===== src/rtl/antirrebote_multicanal_pkg.sv =====
// antirrebote_multicanal_pkg: board clock and ms-to-cycles helpers shared by timing blocks
package antirrebote_multicanal_pkg;
  localparam int CLK_HZ = 12000000;
  function automatic int ms_a_ciclos(input int ms);
    return (CLK_HZ / 1000) * ms;
  endfunction
endpackage


===== src/rtl/antirrebote_multicanal_canal.sv =====
// antirrebote_canal: one-button synchroniser, stability debouncer and long-press detector
module antirrebote_canal #(
  parameter int CICLOS_REBOTE = 240000,
  parameter int CICLOS_LARGO  = 12000000,
  parameter int SYNC_ETAPAS   = 2
) (
  input  logic clk,
  input  logic rst,
  input  logic btn,
  output logic btn_clean,
  output logic pulso_press,
  output logic pulso_release,
  output logic largo
);
  localparam int CW = $clog2(CICLOS_REBOTE);
  localparam int LW = CICLOS_LARGO > 0 ? $clog2(CICLOS_LARGO + 1) : 1;
  localparam logic [CW-1:0] CNT_MAX = CW'(CICLOS_REBOTE - 1);
  localparam logic [LW-1:0] LMAX = LW'(CICLOS_LARGO);
  logic [SYNC_ETAPAS-1:0] sync;
  logic cand;
  logic [CW-1:0] cnt;
  logic [LW-1:0] lcnt;
  logic s;
  assign s = sync[SYNC_ETAPAS-1];
  always_ff @(posedge clk or posedge rst)
    if (rst) begin
      sync <= '0;
      cand <= 1'b0;
      cnt <= '0;
      lcnt <= '0;
      btn_clean <= 1'b0;
      pulso_press <= 1'b0;
      pulso_release <= 1'b0;
      largo <= 1'b0;
    end else begin
      sync <= {sync[SYNC_ETAPAS-2:0], btn};
      pulso_press <= 1'b0;
      pulso_release <= 1'b0;
      if (s != cand) begin
        cand <= s;
        cnt <= '0;
      end else if (cnt < CNT_MAX) cnt <= cnt + CW'(1);
      else if (cand != btn_clean) begin
        btn_clean <= cand;
        pulso_press <= cand;
        pulso_release <= !cand;
      end
      // lcnt saturates at CICLOS_LARGO so largo fires once per press
      if (!btn_clean) lcnt <= '0;
      else if (lcnt < LMAX) lcnt <= lcnt + LW'(1);
      largo <= (CICLOS_LARGO > 0) && btn_clean && (lcnt == LW'(CICLOS_LARGO - 1));
    end
endmodule


===== src/rtl/antirrebote_multicanal.sv =====
// antirrebote_multicanal: N independent debounced button channels
module antirrebote_multicanal
  import antirrebote_multicanal_pkg::*;
#(
  parameter int N_CANALES     = 4,
  parameter int CICLOS_REBOTE = ms_a_ciclos(20),
  parameter int CICLOS_LARGO  = ms_a_ciclos(1000),
  parameter int SYNC_ETAPAS   = 2
) (
  input  logic                 clk,
  input  logic                 rst,
  input  logic [N_CANALES-1:0] btn,
  output logic [N_CANALES-1:0] btn_clean,
  output logic [N_CANALES-1:0] pulso_press,
  output logic [N_CANALES-1:0] pulso_release,
  output logic [N_CANALES-1:0] largo
);
  for (genvar i = 0; i < N_CANALES; i++) begin : g_canal
    antirrebote_canal #(
      .CICLOS_REBOTE(CICLOS_REBOTE),
      .CICLOS_LARGO (CICLOS_LARGO),
      .SYNC_ETAPAS  (SYNC_ETAPAS)
    ) u_canal (
      .clk          (clk),
      .rst          (rst),
      .btn          (btn[i]),
      .btn_clean    (btn_clean[i]),
      .pulso_press  (pulso_press[i]),
      .pulso_release(pulso_release[i]),
      .largo        (largo[i])
    );
  end
endmodule


===== config.mk =====
export PLATFORM = sky130hd
export DESIGN_NAME = antirrebote_multicanal
export DESIGN_NICKNAME = d
export VERILOG_FILES = /design/src/rtl/antirrebote_multicanal_pkg.sv /design/src/rtl/antirrebote_multicanal_canal.sv /design/src/rtl/antirrebote_multicanal.sv
export SDC_FILE = /design/constraint.sdc
export NUM_CORES = 1
export LEC_CHECK = 0
export BUFFER_PORTS_ARGS = -buffer_cell sky130_fd_sc_hd__buf_2
export CAP_MARGIN = 20
export CORE_MARGIN = 2
export CORE_UTILIZATION = 59
export CTS_CLUSTER_DIAMETER = 40
export CTS_CLUSTER_SIZE = 14
export DETAILED_ROUTE_END_ITERATION = 12
export PLACE_DENSITY = 0.73
export REMOVE_ABC_BUFFERS = 1
export SYNTH_ARGS = -nofsm -noshare
export SYNTH_HDL_FRONTEND = slang
export SYNTH_SLANG_ARGS = --single-unit

===== constraint.sdc =====
create_clock -name clk -period 12.12 [get_ports clk]
set_input_delay 2.424 -clock clk [delete_from_list [all_inputs] [get_ports clk]]
set_output_delay 2.424 -clock clk [all_outputs]
set_load 0.02 [all_outputs]

==> summary.txt, run 1 <==
Hold path
  • Hold wc startpoint: g_canal[3].u_canal.sync[0]
  • Tightest Hold Check Type: flop to flop
  • Hold endpoint: g_canal[3].u_canal.sync[1]
  • Hold path depth: 0

Clock tree
  • Worst skew pair latency: 430 ps
  • Hold Buf Count CTS: 0
  • Post-CTS sizing: 0
  • Clock sinks: 196
  • H-tree depth: 4
  • CTS Root Buffer Type: clkbuf_16
  • Post-CTS Setup Repair Bufs: 0
  • Worst-case clock buffer depth: 2
  • CTS tree: yes
  • CTS Buf Count: 17
  • Worst-path clk slew: 70 ps

Synth
  • Compound-cell area share of the yosys netlist: 0.06483
  • Xor and xnor area share after synthesis: 0.1299
  • Post-synthesis cell area: 9843 sq um
  • Post-synthesis simple-gate area fraction: 0.2406
  • Synth area leaders: dfrtp_1 50%, nor2_1 6.7%, xnor2_1 6.5%, xor2_1 6.5%, nand3_1 3.1%
  • Multiplexer share of the synthesized area: 0.009152
  • Post-synthesis adder-cell area fraction: 0.02034
  • Post-Syn Instances: 1,016
  • Synth top area share: 0.4983
  • Commonest cells in the netlist: 196 x dfrtp_1, 176 x nor2_1, 73 x xnor2_1, 73 x xor2_1, 64 x nand2_1
  • Count leader, synth: dfrtp_1
  • Synth Area per Inst: 9.688 sq um
  • Synth Warn #: 0
  • Async SR Flop Fraction: 1.000
  • Largest family of logic cells by synthesized area: simple AND/OR/NAND/NOR gates
  • EDFF count, synth: 0
  • Seq/Total Area, Yosys: 0.4983
  • Number of distinct library cells after synthesis: 61
  • Top cell type by total area after synthesis: dfrtp_1
  • Synth Register Bits: 196
  • Ys flop type: dfrtp_1

Route
  • Initial DRC count: 455
  • Drc violations: 0
  • Post-DRT Antenna Nets: 0
  • Via count: 6,930
  • Routed length per instance: 13.79 microns
  • Avg Vias per Cell: 5.544
  • Routed WL: 17,240 microns
  • Drt first pass iters: 5

STA
  • Hold Vio Cnt, Final: 0
  • Final Max Slew Viols: 0
  • Final Critical Period: 3644 ps
  • Hold_ws: 352.5 ps
  • # setup viols final: 0
  • Fin Clk Skew: 8.108 ps
  • Fmax: 274.4 MHz
  • Slew HR: 0.3816
  • Worst-Margin Slew: 921.4 ps
  • TNS Setup: 0 ps
  • Final Cycle Share: 0.3007
  • RSZ-0062 raised after global routing: no

Floorplanning
  • Die area: 17,730 sq um
  • Num rows: 47
  • Initial Util: 0.5978
  • Core Region: 16,470 sq um
  • Die H: 133.2 microns
  • Num ports: 22
  • Die width: 133.2 microns

Pwr
  • Peak supply drop: 0.00009904 V
  • Leakage: 4.426 nW
  • Cell area power density: 120.3 nW/um^2

Setup path
  • Worst Path Required: 12,560 ps
  • Reg-to-reg endpoint: g_canal[0].u_canal.lcnt[4]
  • Crit path kind: primary input to asynchronous set/reset pin
  • Critical Path AT: 4080 ps
  • Setup slack, reg-to-reg: 9810 ps
  • Startpoint types: primary input
  • Critical Path Sink Type: asynchronous set/reset pin
  • Reg-to-Reg Start: g_canal[0].u_canal.lcnt[19]
  • Worst-path maximum fanout: 123
  • R2r worst-path depth: 6

Finish
  • Util after Layout: 0.6460
  • # fillers: 1,328
  • N_diodes: 0
  • Area grow syn2layout: 8.059%
  • Nets: 1,039
  • Layout cell share with drive strength beyond 1: 0.07864

GRT
  • GRT Util Overall: 0.2055
  • Total gr overflow: 0
  • First-pass GRT wire length: 30,140 microns
  • Initial antenna violation count: 0
  • Largest net degree at the start of global routing: 124
  • Via count of the first global-routing pass: 6,612

Place
  • GPL Wtd Cong: 0.8064
  • Hpwl dp: 10,870 microns
  • Port buffer count: 21

Run
  • Maxcap violations: 0

Run status
  • Status: complete, no violations
-- layer usage --
layer	up-vias	routed length, microns	GRT usage
li1	3485	-	-
met2	72	8064	0.3305
met4	0	204	0.05792
met3	13	432	0.04528
met1	3360	8535	0.2851
met5	-	0	0
-- through the flow --
stage          area, sq um  setup WS, ps  instances  power, mW
2_1_floorplan         9597          4355        969     0.7120
3_5_place_dp         10040          7927       1217     0.7262
5_1_grt              10640          8174       1250      1.329
4_1_cts              10630          8429       1249      1.293
6_report             10640          8476       1250      1.280
3_3_place_gp         10040          7960       1217     0.7248
-- cell type report --
class,instances,area [sq um],share of cell area
Sequential cell,196,4905,0.4611
Multi-Input combinational cell,742,4576,0.4302
Clock buffer,17,425.4,0.04000
Tap cell,220,275.3,0.02588
Clock inverter,15,166.4,0.01565
Timing Repair Buffer,29,165.2,0.01553
Inverter,31,123.9,0.01165
-- worst max-delay path: stages --
cell	delay (ps)
buf_2	130
inv_8	490
buf_4	840
-- worst max path at each step --
stage                                   endpoint  cells after the start  from
CTS                  g_canal[3].u_canal.lcnt[15]                      3   rst
global route         g_canal[3].u_canal.lcnt[13]                      3   rst
detailed placement    g_canal[1].u_canal.cnt[14]                      3   rst
floorplan           g_canal[0].u_canal.btn_clean                      1   rst
global placement      g_canal[1].u_canal.cnt[17]                      3   rst
finish               g_canal[3].u_canal.lcnt[13]                      3   rst
-- cells in the final DEF, fill, tap and decap left out, drive strengths merged, types with 5 or more instances in the layout --
master	instances
a211oi	10
nand3	61
mux2i	9
and2	15
o31ai	5
o21ai	19
xnor2	73
nor2	177
nand4	41
o211ai	8
inv	38
nor4	19
nand2	64
o21a	5
a31oi	5
ha	16
and3	34
nor3	30
or3	10
xor2	73
buf	29
a21oi	23
and4	7
clkbuf	17
dfrtp	196
-- registers in the layout (all words and copies together) (netlist names) --
register	count
g_canal.u_canal.cnt	72
g_canal.u_canal.largo	4
g_canal.u_canal.pulso_press	4
g_canal.u_canal.pulso_release	4
g_canal.u_canal.sync	8
g_canal.u_canal.lcnt	96
g_canal.u_canal.cand	4
g_canal.u_canal.btn_clean	4
-- kinds of logic after synthesis --
logic type,after synthesis
flops,196
mux,9
compound gates,91
fa+ha+maj,16
simple gates,480
xor+xnor,146
buf+inv,78
-- where the power goes --
part,internal (mW),switching [mW],total (mW)
logic,0.0119,0.0290,0.0409
clock network,0.309,0.258,0.567
registers,0.662,0.00983,0.672
Power figures use the tool's default switching activity.
==> run 2, diff against run 1 <==
--- a/config.mk
+++ b/config.mk
@@ -8,7 +8,7 @@
 export BUFFER_PORTS_ARGS = -buffer_cell sky130_fd_sc_hd__buf_2
 export CAP_MARGIN = 20
 export CORE_MARGIN = 2
-export CORE_UTILIZATION = 59
+export CORE_UTILIZATION = 57
 export CTS_CLUSTER_DIAMETER = 40
 export CTS_CLUSTER_SIZE = 14
 export DETAILED_ROUTE_END_ITERATION = 12
==> constraint.sdc (replaced) <==
create_clock -name clk -period 3.1 [get_ports clk]
set_input_delay 0.62 -clock clk [delete_from_list [all_inputs] [get_ports clk]]
set_output_delay 0.62 -clock clk [all_outputs]
set_load 0.02 [all_outputs]
==> run 2 against run 1 <==
Worst hold slack worse by 65 ps. Sequential power rose to 3.9 times the previous value. Register-to-register slack got worse by 8900 ps. Critical endpoint is now g_canal[3].u_canal.cnt[17]. Core utilization fell by 2.2 points. Count of clock-buffer cells in the layout is 2 higher. Combinational power grew to 4.1 times the previous value. Clock skew rose by 4.3 ps. Critical path depth grew 4. Global-route usage shrank 0.51 points. Largest cell class unchanged.
==> summary.txt, run 2 (same netlist as run 1, synthesis figures left out) <==
STA
  • RSZ-0062 raised after global routing: no
  • Fin Clk Skew: 12.40 ps
  • Setup ws final: 917.9 ps
  • Hold_ws: 287.6 ps
  • Slew HR: 0.4642
  • Final Critical Period: 2182 ps
  • Final Max Slew Viols: 0
  • Worst-Margin Slew: 798.3 ps
  • Final Cycle Share: 0.7039
  • # setup viols final: 0
  • Fmax: 458.3 MHz
  • Hold Vio Cnt, Final: 0

Clock tree
  • CTS tree: yes
  • CTS Root Buffer Type: clkbuf_16
  • CTS Buf Count: 17
  • Worst skew pair latency: 430 ps
  • Hold Buf Count CTS: 0
  • Worst-case clock buffer depth: 2
  • Clock sinks: 196
  • Post-CTS sizing: 0
  • Post-CTS Setup Repair Bufs: 0
  • H-tree depth: 4
  • Worst-path clk slew: 70 ps

Pwr
  • Sw frac: 0.2224
  • Peak supply drop: 0.0004956 V
  • Internal: 3.849 mW
  • Total power: 4.950 mW
  • Switching power: 1.101 mW
  • Clk pwr share: 0.435
  • Cell area power density: 463.1 nW/um^2
  • Leakage: 4.444 nW
  • Gate power share: 0.034
  • Sequential Power Share: 0.531

Run
  • Maxcap violations: 0

GRT
  • Largest net degree at the start of global routing: 90
  • First-pass GRT wire length: 30,260 microns
  • Via count of the first global-routing pass: 6,691
  • Total gr overflow: 0
  • GRT Util Overall: 0.2005
  • Initial antenna violation count: 0

Setup path
  • Critical Path AT: 2500 ps
  • Worst-path maximum fanout: 11
  • Crit path kind: flop to flop
  • Worst Path Required: 3410 ps
  • Critical Path Sink Type: flop
  • Startpoint types: flop

Finish
  • Nets: 1,044
  • Area grow syn2layout: 8.581%
  • Most frequent cells in the layout: 196 x dfrtp_1, 176 x nor2_1, 73 x xor2_1, 73 x xnor2_1, 64 x nand2_1
  • # fillers: 1,401
  • Max reg flops: 96
  • Final std cell area, no fill: 10,690 sq um
  • Reg area: 4905 sq um
  • Most flops, register: g_canal.u_canal.lcnt
  • Top flop regs: g_canal.u_canal.lcnt x96, g_canal.u_canal.cnt x72, g_canal.u_canal.sync x8
  • Commonest non-fill, non-tap cell in the layout: dfrtp_1
  • Multi-input logic area: 4576 sq um
  • Layout cell share with drive strength beyond 1: 0.08035
  • N_diodes: 0

Floorplanning
  • Die area: 18,340 sq um
  • Initial Util: 0.5751
  • Num ports: 22
  • Die H: 135.4 microns
  • Core Region: 17,120 sq um
  • Num rows: 48
  • Die width: 135.4 microns

Place
  • Port buffer count: 21
  • GPL Wtd Cong: 0.8069
  • Hpwl dp: 11,090 microns
  • Dpl ws: 990.3 ps
  • Placed cell area: 10,110 sq um

Hold path
  • Tightest Hold Check Type: primary input to asynchronous set/reset pin

Route
  • Drt first pass iters: 5
  • Drc violations: 0
  • Routed length per instance: 13.56 microns
  • Routed WL: 17,060 microns
  • Post-DRT Antenna Nets: 0
  • Initial DRC count: 334
  • Avg Vias per Cell: 5.511
  • Via count: 6,933

Run status
  • Status: complete, no violations
## run 2: metrics by stage
step | utilization | instances | TNS, ps
2_1_floorplan | - | 969 | -560680
3_3_place_gp | 0.5909 | 1228 | 0
3_5_place_dp | 0.5909 | 1228 | 0
4_1_cts | 0.6244 | 1258 | 0
5_1_grt | 0.6244 | 1258 | 0
6_report | 0.6244 | 1258 | 0
## run 2: worst max-delay path: stages, from the launching register on
cell     delay [ps]
dfrtp_1         380
ha_1            180
nand3_1         120
o31a_1          280
o21ai_1         640
nor3b_1         200
a31oi_1         220
nor2_1           50
## run 2: power by group through the flow
stage	sequential, mW	combinational (mW)	clock, mW
2_1_floorplan	2.67	0.116	0
3_3_place_gp	2.67	0.169	0
3_5_place_dp	2.68	0.172	0
4_1_cts	2.63	0.174	2.21
5_1_grt	2.63	0.192	2.32
6_report	2.63	0.167	2.15
## run 2: layer usage
layer / global-route usage / wire (microns) / vias to the layer above
met5: 0 / 0 / -
met2: 0.3209 / 7869 / 54
met4: 0.05613 / 164 / 0
li1: - / - / 3490
met1: 0.2783 / 8674 / 3379
met3: 0.04340 / 351 / 10
## run 2: final timing paths
| kind | from | endpoint | slack [ps] | depth (start not counted) |
|---|---|---|---|---|
| min | rst | g_canal[3].u_canal.cnt[16] | 290 | 2 |
| max in group asynchronous | rst | g_canal[0].u_canal.lcnt[12] | 2090 | 3 |
| min reg2reg | g_canal[2].u_canal.sync[0] | g_canal[2].u_canal.sync[1] | 350 | 0 |
| max reg2reg | g_canal[3].u_canal.cnt[0] | g_canal[3].u_canal.cnt[17] | 920 | 7 |
| min in group clk | btn[2] | g_canal[2].u_canal.sync[0] | 300 | 1 |
| max | g_canal[3].u_canal.cnt[0] | g_canal[3].u_canal.cnt[17] | 920 | 7 |
## run 2: area by class of cell
type,count,share of cell area
inverter,31,0.01159
clock buffer,19,0.04144
timing repair buffer,34,0.02131
sequential,196,0.4589
multi-input combinational,742,0.4281
clock inverter,11,0.01229
tap,225,0.02634
